`src/rtl/riscv_mem_arbiter_pkg.sv`:
```
// Shared types and default constants for the IF/LS unified-memory arbiter.
package riscv_mem_pkg;

    localparam int unsigned DEF_AW             = 32;
    localparam int unsigned DEF_DW             = 32;
    localparam int unsigned DEF_STARVE_LIMIT   = 4;
    localparam int unsigned DEF_TIMEOUT_CYCLES = 64;

    typedef enum logic [1:0] {
        IDLE,
        ISSUE,
        WAIT_RSP
    } arb_state_e;

    typedef enum logic {
        GNT_IF,
        GNT_LS
    } grant_e;

    typedef struct packed {
        logic [DEF_AW-1:0]   addr;
        logic                we;
        logic [DEF_DW-1:0]   wdata;
        logic [DEF_DW/8-1:0] be;
    } mem_req_t;

endpackage

```
`src/rtl/riscv_mem_arbiter_if.sv`:
```
// Requester (IF/LS) and memory-side signals of the arbiter.
// The slave modport is the arbiter's view; master is the core/memory side.
interface riscv_mem_arbiter_if
    import riscv_mem_pkg::*;
#(
    parameter int unsigned AW = DEF_AW,
    parameter int unsigned DW = DEF_DW
);
    logic            if_req_valid;
    logic            if_req_ready;
    logic [AW-1:0]   if_req_addr;
    logic            if_rsp_valid;
    logic [DW-1:0]   if_rsp_rdata;
    logic            if_rsp_err;

    logic            ls_req_valid;
    logic            ls_req_ready;
    logic [AW-1:0]   ls_req_addr;
    logic            ls_req_we;
    logic [DW-1:0]   ls_req_wdata;
    logic [DW/8-1:0] ls_req_be;
    logic            ls_rsp_valid;
    logic [DW-1:0]   ls_rsp_rdata;
    logic            ls_rsp_err;

    logic            mem_valid;
    logic            mem_ready;
    logic [AW-1:0]   mem_addr;
    logic            mem_we;
    logic [DW-1:0]   mem_wdata;
    logic [DW/8-1:0] mem_be;
    logic            mem_rsp_valid;
    logic [DW-1:0]   mem_rdata;

    modport slave (
        input  if_req_valid, if_req_addr,
        output if_req_ready, if_rsp_valid, if_rsp_rdata, if_rsp_err,
        input  ls_req_valid, ls_req_addr, ls_req_we, ls_req_wdata, ls_req_be,
        output ls_req_ready, ls_rsp_valid, ls_rsp_rdata, ls_rsp_err,
        output mem_valid, mem_addr, mem_we, mem_wdata, mem_be,
        input  mem_ready, mem_rsp_valid, mem_rdata
    );

    modport master (
        output if_req_valid, if_req_addr,
        input  if_req_ready, if_rsp_valid, if_rsp_rdata, if_rsp_err,
        output ls_req_valid, ls_req_addr, ls_req_we, ls_req_wdata, ls_req_be,
        input  ls_req_ready, ls_rsp_valid, ls_rsp_rdata, ls_rsp_err,
        input  mem_valid, mem_addr, mem_we, mem_wdata, mem_be,
        output mem_ready, mem_rsp_valid, mem_rdata
    );

endinterface

```
`src/rtl/riscv_mem_arbiter_prio_sel.sv`:
```
// Combinational winner select: LS by default, IF once it has been passed over
// STARVE_LIMIT consecutive times.
module riscv_mem_prio_sel
    import riscv_mem_pkg::*;
#(
    parameter int unsigned STARVE_LIMIT = DEF_STARVE_LIMIT,
    parameter int unsigned SW           = 3
) (
    input  logic          if_valid,
    input  logic          ls_valid,
    input  logic [SW-1:0] starve_cnt,
    output logic          any_valid,
    output grant_e        pick
);

    logic if_forced;

    assign if_forced = if_valid && (starve_cnt == SW'(STARVE_LIMIT));
    assign any_valid = if_valid || ls_valid;
    assign pick      = (ls_valid && !if_forced) ? GNT_LS : GNT_IF;

endmodule

```
`src/rtl/riscv_mem_arbiter.sv`:
```
// Unified single-port memory arbiter for the IF and LS requesters.
// Optional response timeout enabled with `define RISCV_MEM_TIMEOUT_EN.
module riscv_mem_arbiter
    import riscv_mem_pkg::*;
#(
    parameter int unsigned AW             = DEF_AW,
    parameter int unsigned DW             = DEF_DW,
    parameter int unsigned STARVE_LIMIT   = DEF_STARVE_LIMIT,
    parameter int unsigned TIMEOUT_CYCLES = DEF_TIMEOUT_CYCLES
) (
    input  logic                clk,
    input  logic                reset,
    riscv_mem_arbiter_if.slave  bus
);

    localparam int unsigned BW = DW / 8;
    localparam int unsigned SW = $clog2(STARVE_LIMIT + 1);

    arb_state_e      state_q, state_d;
    grant_e          grant_q, pick;
    logic [SW-1:0]   starve_q;
    logic            any_valid, accept, rsp_ok, tmo_hit, done;
    logic [AW-1:0]   addr_q;
    logic            we_q;
    logic [DW-1:0]   wdata_q, done_rdata;
    logic [BW-1:0]   be_q;
    logic            if_rsp_valid_q, ls_rsp_valid_q;
    logic [DW-1:0]   if_rsp_rdata_q, ls_rsp_rdata_q;

    riscv_mem_prio_sel #(
        .STARVE_LIMIT (STARVE_LIMIT),
        .SW           (SW)
    ) u_prio_sel (
        .if_valid   (bus.if_req_valid),
        .ls_valid   (bus.ls_req_valid),
        .starve_cnt (starve_q),
        .any_valid  (any_valid),
        .pick       (pick)
    );

`ifdef RISCV_MEM_TIMEOUT_EN
    localparam int unsigned TW = $clog2(TIMEOUT_CYCLES + 1);
    logic [TW-1:0] tmo_q;
    logic          stale_q, if_rsp_err_q, ls_rsp_err_q;

    // A response belonging to a timed-out transaction is swallowed once.
    assign rsp_ok  = bus.mem_rsp_valid && !stale_q;
    assign tmo_hit = (state_q == WAIT_RSP) && !rsp_ok && (tmo_q == TW'(TIMEOUT_CYCLES - 1));

    always_ff @(posedge clk or negedge reset) begin
        if (!reset) begin
            tmo_q        <= '0;
            stale_q      <= 1'b0;
            if_rsp_err_q <= 1'b0;
            ls_rsp_err_q <= 1'b0;
        end else begin
            tmo_q <= (state_q == WAIT_RSP) ? tmo_q + 1'b1 : '0;
            if (tmo_hit)
                stale_q <= 1'b1;
            else if (bus.mem_rsp_valid && stale_q)
                stale_q <= 1'b0;
            if (done) begin
                if_rsp_err_q <= (grant_q == GNT_IF) && tmo_hit;
                ls_rsp_err_q <= (grant_q == GNT_LS) && tmo_hit;
            end
        end
    end

    assign bus.if_rsp_err = if_rsp_err_q;
    assign bus.ls_rsp_err = ls_rsp_err_q;
`else
    assign rsp_ok         = bus.mem_rsp_valid;
    assign tmo_hit        = 1'b0;
    assign bus.if_rsp_err = 1'b0;
    assign bus.ls_rsp_err = 1'b0;
`endif

    always_ff @(posedge clk or negedge reset) begin
        if (!reset) state_q <= IDLE;
        else        state_q <= state_d;
    end

    always_comb begin
        state_d = state_q;
        accept  = 1'b0;
        done    = 1'b0;
        unique case (state_q)
            IDLE: begin
                accept = reset && any_valid;
                if (accept) state_d = ISSUE;
            end
            ISSUE: begin
                if (bus.mem_ready) state_d = WAIT_RSP;
            end
            WAIT_RSP: begin
                done = rsp_ok || tmo_hit;
                if (done) state_d = IDLE;
            end
            default: state_d = IDLE;
        endcase
    end

    assign done_rdata = (we_q || tmo_hit) ? '0 : bus.mem_rdata;

    always_ff @(posedge clk or negedge reset) begin
        if (!reset) begin
            grant_q        <= GNT_IF;
            starve_q       <= '0;
            addr_q         <= '0;
            we_q           <= 1'b0;
            wdata_q        <= '0;
            be_q           <= '0;
            if_rsp_valid_q <= 1'b0;
            ls_rsp_valid_q <= 1'b0;
            if_rsp_rdata_q <= '0;
            ls_rsp_rdata_q <= '0;
        end else begin
            if_rsp_valid_q <= 1'b0;
            ls_rsp_valid_q <= 1'b0;
            if (accept) begin
                grant_q <= pick;
                if (pick == GNT_LS) begin
                    addr_q  <= bus.ls_req_addr;
                    we_q    <= bus.ls_req_we;
                    wdata_q <= bus.ls_req_wdata;
                    be_q    <= bus.ls_req_we ? bus.ls_req_be : '1;
                    if (bus.if_req_valid && starve_q != SW'(STARVE_LIMIT))
                        starve_q <= starve_q + 1'b1;
                end else begin
                    addr_q   <= bus.if_req_addr;
                    we_q     <= 1'b0;
                    wdata_q  <= '0;
                    be_q     <= '1;
                    starve_q <= '0;
                end
            end
            if (done) begin
                if (grant_q == GNT_IF) begin
                    if_rsp_valid_q <= 1'b1;
                    if_rsp_rdata_q <= done_rdata;
                end else begin
                    ls_rsp_valid_q <= 1'b1;
                    ls_rsp_rdata_q <= done_rdata;
                end
            end
        end
    end

    assign bus.if_req_ready = accept && (pick == GNT_IF);
    assign bus.ls_req_ready = accept && (pick == GNT_LS);
    assign bus.mem_valid    = (state_q == ISSUE);
    assign bus.mem_addr     = addr_q;
    assign bus.mem_we       = we_q;
    assign bus.mem_wdata    = wdata_q;
    assign bus.mem_be       = be_q;
    assign bus.if_rsp_valid = if_rsp_valid_q;
    assign bus.ls_rsp_valid = ls_rsp_valid_q;
    assign bus.if_rsp_rdata = if_rsp_rdata_q;
    assign bus.ls_rsp_rdata = ls_rsp_rdata_q;

endmodule

```
`src/flat_wrapper.sv`:
```
// flat-port wrapper written by rule: the top's interface ports become plain ports
module riscv_mem_arbiter_flat import riscv_mem_pkg::*;
#(
    parameter int unsigned AW             = DEF_AW,
    parameter int unsigned DW             = DEF_DW,
    parameter int unsigned STARVE_LIMIT   = DEF_STARVE_LIMIT,
    parameter int unsigned TIMEOUT_CYCLES = DEF_TIMEOUT_CYCLES
)
  (clk, reset, bus_if_req_valid, bus_if_req_addr, bus_if_req_ready, bus_if_rsp_valid, bus_if_rsp_rdata, bus_if_rsp_err, bus_ls_req_valid, bus_ls_req_addr, bus_ls_req_we, bus_ls_req_wdata, bus_ls_req_be, bus_ls_req_ready, bus_ls_rsp_valid, bus_ls_rsp_rdata, bus_ls_rsp_err, bus_mem_valid, bus_mem_addr, bus_mem_we, bus_mem_wdata, bus_mem_be, bus_mem_ready, bus_mem_rsp_valid, bus_mem_rdata);
  riscv_mem_arbiter_if #(.AW(AW), .DW(DW)) bus_i ();
  input  logic clk;
  input  logic reset;
  input wire logic [$bits(bus_i.if_req_valid)-1:0] bus_if_req_valid;
  input wire logic [$bits(bus_i.if_req_addr)-1:0] bus_if_req_addr;
  output wire logic [$bits(bus_i.if_req_ready)-1:0] bus_if_req_ready;
  output wire logic [$bits(bus_i.if_rsp_valid)-1:0] bus_if_rsp_valid;
  output wire logic [$bits(bus_i.if_rsp_rdata)-1:0] bus_if_rsp_rdata;
  output wire logic [$bits(bus_i.if_rsp_err)-1:0] bus_if_rsp_err;
  input wire logic [$bits(bus_i.ls_req_valid)-1:0] bus_ls_req_valid;
  input wire logic [$bits(bus_i.ls_req_addr)-1:0] bus_ls_req_addr;
  input wire logic [$bits(bus_i.ls_req_we)-1:0] bus_ls_req_we;
  input wire logic [$bits(bus_i.ls_req_wdata)-1:0] bus_ls_req_wdata;
  input wire logic [$bits(bus_i.ls_req_be)-1:0] bus_ls_req_be;
  output wire logic [$bits(bus_i.ls_req_ready)-1:0] bus_ls_req_ready;
  output wire logic [$bits(bus_i.ls_rsp_valid)-1:0] bus_ls_rsp_valid;
  output wire logic [$bits(bus_i.ls_rsp_rdata)-1:0] bus_ls_rsp_rdata;
  output wire logic [$bits(bus_i.ls_rsp_err)-1:0] bus_ls_rsp_err;
  output wire logic [$bits(bus_i.mem_valid)-1:0] bus_mem_valid;
  output wire logic [$bits(bus_i.mem_addr)-1:0] bus_mem_addr;
  output wire logic [$bits(bus_i.mem_we)-1:0] bus_mem_we;
  output wire logic [$bits(bus_i.mem_wdata)-1:0] bus_mem_wdata;
  output wire logic [$bits(bus_i.mem_be)-1:0] bus_mem_be;
  input wire logic [$bits(bus_i.mem_ready)-1:0] bus_mem_ready;
  input wire logic [$bits(bus_i.mem_rsp_valid)-1:0] bus_mem_rsp_valid;
  input wire logic [$bits(bus_i.mem_rdata)-1:0] bus_mem_rdata;
  assign bus_i.if_req_valid = bus_if_req_valid;
  assign bus_i.if_req_addr = bus_if_req_addr;
  assign bus_if_req_ready = bus_i.if_req_ready;
  assign bus_if_rsp_valid = bus_i.if_rsp_valid;
  assign bus_if_rsp_rdata = bus_i.if_rsp_rdata;
  assign bus_if_rsp_err = bus_i.if_rsp_err;
  assign bus_i.ls_req_valid = bus_ls_req_valid;
  assign bus_i.ls_req_addr = bus_ls_req_addr;
  assign bus_i.ls_req_we = bus_ls_req_we;
  assign bus_i.ls_req_wdata = bus_ls_req_wdata;
  assign bus_i.ls_req_be = bus_ls_req_be;
  assign bus_ls_req_ready = bus_i.ls_req_ready;
  assign bus_ls_rsp_valid = bus_i.ls_rsp_valid;
  assign bus_ls_rsp_rdata = bus_i.ls_rsp_rdata;
  assign bus_ls_rsp_err = bus_i.ls_rsp_err;
  assign bus_mem_valid = bus_i.mem_valid;
  assign bus_mem_addr = bus_i.mem_addr;
  assign bus_mem_we = bus_i.mem_we;
  assign bus_mem_wdata = bus_i.mem_wdata;
  assign bus_mem_be = bus_i.mem_be;
  assign bus_i.mem_ready = bus_mem_ready;
  assign bus_i.mem_rsp_valid = bus_mem_rsp_valid;
  assign bus_i.mem_rdata = bus_mem_rdata;
  riscv_mem_arbiter #(.AW(AW), .DW(DW), .STARVE_LIMIT(STARVE_LIMIT), .TIMEOUT_CYCLES(TIMEOUT_CYCLES)) u_core (.clk(clk), .reset(reset), .bus(bus_i));
endmodule
```
`config.mk`:
```
export PLATFORM = sky130hd
export DESIGN_NAME = riscv_mem_arbiter_flat
export DESIGN_NICKNAME = d
export VERILOG_FILES = /design/src/rtl/riscv_mem_arbiter_pkg.sv /design/src/rtl/riscv_mem_arbiter_if.sv /design/src/rtl/riscv_mem_arbiter_prio_sel.sv /design/src/rtl/riscv_mem_arbiter.sv /design/src/flat_wrapper.sv
export SDC_FILE = /design/constraint.sdc
export NUM_CORES = 1
export LEC_CHECK = 0
export ABC_AREA = 1
export CORE_MARGIN = 1.5
export CORE_UTILIZATION = 46
export DETAILED_ROUTE_END_ITERATION = 16
export GPL_TIMING_DRIVEN = 0
export PLACE_DENSITY = 0.86
export SYNTH_ARGS = -nofsm -noshare
export SYNTH_HDL_FRONTEND = slang
export SYNTH_SLANG_ARGS = --single-unit
```
`constraint.sdc`:
```
create_clock -name clk -period 4.55 [get_ports clk]
set_input_delay 0.91 -clock clk [delete_from_list [all_inputs] [get_ports clk]]
set_output_delay 0.91 -clock clk [all_outputs]
set_load 0.02 [all_outputs]
```
Word-level counts from Yosys, hierarchy flattened

Cells that the tools add are included.

Add/sub/neg operators: 1
Multiply operators: 0
Divide/modulo/power cells: 0
Order comparisons: 0
Eq/ne operators: 8
Shift operators: 0
Mux-type cells: 19
Bitwise operators: 2
Reduce and logical (&&, ||, !) cells: 13

Operators by type and width:

| operator                                               | count |
|---|---|
| 2-to-1 mux 32 bit                                      | 3 |
| 2-to-1 mux 1 bit                                       | 8 |
| 2-to-1 mux 4 bit                                       | 2 |
| logical AND 1 bit                                      | 6 |
| 2-to-1 mux 2 bit                                       | 3 |
| 2-to-1 mux 3 bit                                       | 2 |
| case mux 2 bit (3 select lines)                        | 1 |
| AND reduction 2 bit                                    | 3 |
| inequality test 2 x 1 -> 1 bit (second input constant) | 2 |
| inequality test 2 bit (second input constant)          | 2 |
| adder 3 x 1 -> 3 bit (second input constant)           | 1 |
| equality test 3 bit (second input constant)            | 1 |
| inequality test 3 bit (second input constant)          | 1 |
| AND reduction 3 bit                                    | 1 |
| equality test 2 x 1 -> 1 bit (second input constant)   | 1 |
| equality test 2 bit (second input constant)            | 1 |
| logical NOT 2 bit                                      | 1 |
| NOT 1 bit                                              | 2 |
| logical NOT 1 bit                                      | 1 |
| logical OR 1 bit                                       | 1 |

Register bits: 141
Bits in latches: 0
Bits in writable memories: 0
Bits in read-only memories: 0
Output and inout port bits: 140
Logic and storage cells: 54
Memories: 0

Longest topological paths before layout

Depth after elaboration: 7
Mapped depth: 9
Depth with buffers taken out: 8

By module

From an unflattened synthesis, not the netlist that was laid out.

Cell total of the unflattened synthesis: 797
Area total of the unflattened synthesis: 6332.3 um^2

Modules (own cells, without submodules):

| module             | instances | cells each | area an instance (um^2) |
|---|---|---|---|
| riscv_mem_arbiter  | 1         | 791        | 6306.0 |
| riscv_mem_prio_sel | 1         | 6          | 26.3 |

Worst setup path before layout

Ideal clock, no wire load.

Path type: input port to output port
Start: input bus_ls_req_valid
End: output bus_if_req_ready
Arrival: 1.712 ns
Required time: 3.640 ns
Slack: 1.928 ns
Stages: 6
Buffers on the path: 2
Cells stage by stage: buf_4 -> inv_2 -> nand2_2 -> nand3_2 -> buf_4 -> nor2_1

Word-level cells in the longest chain between the ends: 4
Elaborated cells between the ends (all ways): 7
Those cells by class: mux: 2; bitwise: 1; reduce/logical: 4

RTL lines:

| element                                                      | line                                                               | RTL |
|---|---|---|
| from (decl)                                                  | flat_wrapper.sv:19                                                 | `input wire logic [$bits(bus_i.ls_req_valid)-1:0] bus_ls_req_valid;` |
| logical OR 1 bit / logical AND 1 bit (equally long branches) | riscv_mem_arbiter_prio_sel.sv:19, riscv_mem_arbiter_prio_sel.sv:20 |  |
| logical AND 1 bit / 2-to-1 mux 1 bit (equally long branches) | riscv_mem_arbiter.sv:89, riscv_mem_arbiter_prio_sel.sv:20          |  |
| 2-to-1 mux 1 bit / NOT 1 bit (equally long branches)         | riscv_mem_arbiter.sv:87, riscv_mem_arbiter.sv:149                  |  |
| logical AND 1 bit (*)                                        | riscv_mem_arbiter.sv:149                                           | `assign bus.if_req_ready = accept && (pick == GNT_IF);` |
| to (decl)                                                    | flat_wrapper.sv:15                                                 | `output wire logic [$bits(bus_i.if_req_ready)-1:0] bus_if_req_ready;` |

Mark *: on every way between the ends. The rest lies on a longest branch, timed or not.

Worst setup path in the final report

Start: input bus_if_req_valid
End: output bus_ls_req_ready

Word-level cells in the longest chain between the ends: 5
Elaborated cells between the ends (all ways): 8
Those cells by class: mux: 2; reduce/logical: 6

RTL lines:

| element               | line                             | RTL |
|---|---|---|
| from (decl)           | flat_wrapper.sv:13               | `input wire logic [$bits(bus_i.if_req_valid)-1:0] bus_if_req_valid;` |
| logical AND 1 bit     | riscv_mem_arbiter_prio_sel.sv:18 | `assign if_forced = if_valid && (starve_cnt == SW'(STARVE_LIMIT));` |
| logical NOT 1 bit     | riscv_mem_arbiter_prio_sel.sv:20 | `assign pick = (ls_valid && !if_forced) ? GNT_LS : GNT_IF;` |
| logical AND 1 bit     | riscv_mem_arbiter_prio_sel.sv:20 |  |
| 2-to-1 mux 1 bit      | riscv_mem_arbiter_prio_sel.sv:20 |  |
| logical AND 1 bit (*) | riscv_mem_arbiter.sv:150         | `assign bus.ls_req_ready = accept && (pick == GNT_LS);` |
| to (decl)             | flat_wrapper.sv:24               | `output wire logic [$bits(bus_i.ls_req_ready)-1:0] bus_ls_req_ready;` |

Marks and branches as above.

==> run_results.csv <==
group,metric,value,unit
outcome,status,"complete, no violations",
floorplan,die_area,14700,um2
route,first_iter_violations,570,
worst_setup_path,critPathCaptureType,"output port",
power,intPower,4.02,mW
worst_setup_path,start_kind,"input port",
floorplan,core,13800,um2
worst_setup_path,critPathKind,"in -> out",
global_routing,grt-busiest-layer,"met2",
synthesis,synth.yosys.warnings,0,
final_layout,area_growth,56.1,%
worst_hold_path,worstHoldPathType,"in -> async",
synthesis,synth_top_area_share,54.9,%
global_routing,grtUsageMet3,7.94,%
route,wl_per_cell,15.4,um
route,totalWireLength,20000,um
synthesis,yosys.cell_count.top_type,"nand2_1",
synthesis,synthArstFlopShare,100,%
placed_design,placedCellCount,1270,
timing,fin_crit_sh,84.1,%
synthesis,synth.distinct_cells,22,
cts,cts.sinks,141,
route,drc,0,
synthesis,synthesis.area,6430,um2
power,combPwrFrac,46.3,%
route,first_pass_iters,6,
synthesis,synth_area_leaders,"dfrtp_1 55%, nand2_1 23%, nand3_1 5.1%",
cts,cts_root_buf,"clkbuf_16",
cts,path_clk_slew,60,ps
global_routing,antenna_found_initial,0,
timing,hold_violations,0,
cts,hold_buffers,0,
timing,fmax,261,MHz
synthesis,synth_top_cells_by_count,"386 x nand2_1, 141 x dfrtp_1, 65 x nand3_1, 60 x o21ai_1, 45 x inv_1",
worst_setup_path,crit_buf_inv,3,
worst_setup_path,slowest_stage,"clkdlybuf4s50_1",
power,switching_share,39.3,%
synthesis,ys_seq_area_share,54.9,%
power,p_leak,5.07,nW
timing,hold_slack,451,ps
placed_design,gp_congestion,0.876,
cts,cts_setup_buffers,0,
synthesis,syn_inst,813,
timing,grt_setup_unrepaired,"no",
global_routing,grt_pass1_vias,6294,
global_routing,use_met1,32.2,%
final_layout,drive_gt1_share,7.13,%
power,pwr-share-seq,32.4,%
worst_setup_path,max_stage_delay,610,ps
cts,htreeDepth,4,
worst_setup_path,critPathMaxFanout,10,
cts,cts_max_path_buffers,2,
cts,clock_latency,420,ps
worst_setup_path,crit_arrival,2920,ps
timing,setup_viol,0,
floorplan,ios,279,
synthesis,synth_edf_count,0,
global_routing,grt_pass1_wl,31300,um
worst_setup_path,critPathTopFamily,"buffers and inverters",
timing,worstMarginPinSlew,566,ps
worst_setup_path,critPathMostFrequentCell,"clkdlybuf4s50_1",
power,p_clk_share,21.3,%
placed_design,portBuffers,275,
route,vias,6485,
placed_design,dp_hpwl,14600,um
timing,final.setup.tns,0,ps
power,p_switching,2.60,mW
floorplan,rows,43,
global_routing,use_met2,48.2,%
global_routing,track_usage,27.6,%
timing,slew_viol_final,0,
synthesis,ys_seq_elements,141,
route,ant_nets,0,
global_routing,grt_start_max_net_pins,86,
run,drv_cap,0,
timing,finalClockSkew,7.86,ps
timing,slew_headroom,62.2,%
worst_setup_path,required,3640,ps
global_routing,grt_overflow,0,
timing,min_period,3830,ps
cts,tritoncts,"built",
synthesis,synth_area_leader_cell,"dfrtp_1",
worst_setup_path,crit_chain,"clkdlybuf4s50_1, nand3_2, nand2_1, nor2_4, buf_4, clkdlybuf4s50_1",
final_layout,fillerInstances,1051,
floorplan,start_util,46.7,%
final_layout,layout.nets,1250,
synthesis,synth_area_per_cell,7.91,um2
cts,cts_resized,0,
floorplan,dieWidth,121,um
synthesis,synth_ff_type,"dfrtp_1",
final_layout,diodes,0,
floorplan,die_h,121,um
route,via_per_inst,4.98,
power,peakVddDrop,0.000341,V
power,power_density,660,nW/um2
cts,cts_buffers,17,
final_layout,fin_cells,1302,
==> per-stage QoR <==
stage	area (um2)	power [mW]	util (%)	setup slack, ps
2_1_floorplan	6430	3.63	-	1930
3_3_place_gp	9410	5.13	68.3	-4260
3_5_place_dp	9440	5.21	68.5	737
4_1_cts	10000	6.65	72.9	719
5_1_grt	10000	6.98	72.9	627
6_report	10000	6.62	72.9	723
==> state kept, by name, indices dropped and copies added, names as in the netlist <==
name,cells
u_core.bus.if_rsp_rdata,32
u_core.bus.if_rsp_valid,1
u_core.bus.ls_rsp_rdata,32
u_core.bus.ls_rsp_valid,1
u_core.bus.mem_addr,32
u_core.bus.mem_be,4
u_core.bus.mem_wdata,32
u_core.bus.mem_we,1
u_core.grant_q,1
u_core.starve_q,3
u_core.state_q,2
==> power groups by stage <==
stage          Clock [mW]  Sequential, mW  Combinational (mW)
6_report             1.41            2.15                3.07
5_1_grt              1.48            2.20                3.30
4_1_cts              1.43            2.14                3.08
3_5_place_dp            0            2.15                3.06
3_3_place_gp            0            2.13                3.00
2_1_floorplan           0            2.75               0.875
==> logic make-up after synthesis <==
family / after synthesis / share of synthesized area, %
simple gates: 499 / 31.3
compound gates: 71 / 5.57
fa+ha+maj: 2 / 0.389
buf+inv: 99 / 7.82
flops: 141 / 54.9
other cells: 1 / 0.0583
==> path summary, 6_finish.rpt <==
| path | end | start | depth (start not counted) | slack [ps] |
|---|---|---|---|---|
| max | bus_ls_req_ready | bus_if_req_valid | 6 | 720 |
| min | u_core.bus.if_rsp_rdata[4] | reset | 1 | 450 |
| max reg2reg | u_core.bus.mem_wdata[16] | u_core.starve_q[0] | 8 | 2720 |
| min reg2reg | u_core.bus.if_rsp_rdata[21] | u_core.bus.if_rsp_rdata[21] | 2 | 470 |
| max in group asynchronous | u_core.bus.mem_wdata[9] | reset | 2 | 3280 |
| min in group clk | u_core.bus.if_rsp_rdata[21] | u_core.bus.if_rsp_rdata[21] | 2 | 470 |
==> per-layer routing <==
metal | routed length (um) | share of wire [%] | vias to the layer above
met4 | 364 | 1.8 | 0
met5 | 0 | 0 | -
met2 | 10100 | 50 | 315
met1 | 7740 | 39 | 3028
li1 | - | - | 3106
met3 | 1810 | 9.1 | 36
==> area by class of cell <==
cell class | count | area [um2] | area share (%)
buffer | 52 | 327 | 3.25
clock buffer | 18 | 429 | 4.28
clock inverter | 14 | 169 | 1.68
inverter | 47 | 176 | 1.76
multi-input combinational | 574 | 2400 | 23.9
sequential | 141 | 3530 | 35.2
tap | 180 | 225 | 2.24
timing repair buffer | 276 | 2780 | 27.7
==> placed cells by master, fill, tap and decap left out, types with 2 or more instances in the layout <==
| cell | Yosys | layout |
|---|---|---|
| buf_1 | 2 | 2 |
| buf_2 | 12 | 12 |
| buf_4 | 17 | 17 |
| buf_6 | 7 | 8 |
| bufinv_16 | 0 | 3 |
| clkbuf_1 | 14 | 15 |
| clkbuf_16 | 0 | 17 |
| clkdlybuf4s50_1 | 0 | 274 |
| clkinv_2 | 0 | 4 |
| clkinv_4 | 0 | 3 |
| clkinvlp_4 | 0 | 2 |
| conb_1 | 1 | 2 |
| dfrtp_1 | 141 | 141 |
| ha_1 | 2 | 2 |
| inv_1 | 45 | 45 |
| inv_2 | 2 | 2 |
| inv_6 | 0 | 2 |
| nand2_1 | 386 | 386 |
| nand3_1 | 65 | 65 |
| nand3_2 | 3 | 3 |
| nor2_1 | 38 | 38 |
| nor2_4 | 4 | 4 |
| o21ai_0 | 9 | 9 |
| o21ai_1 | 60 | 60 |
Note: power is estimated with default switching activity, not from simulation.
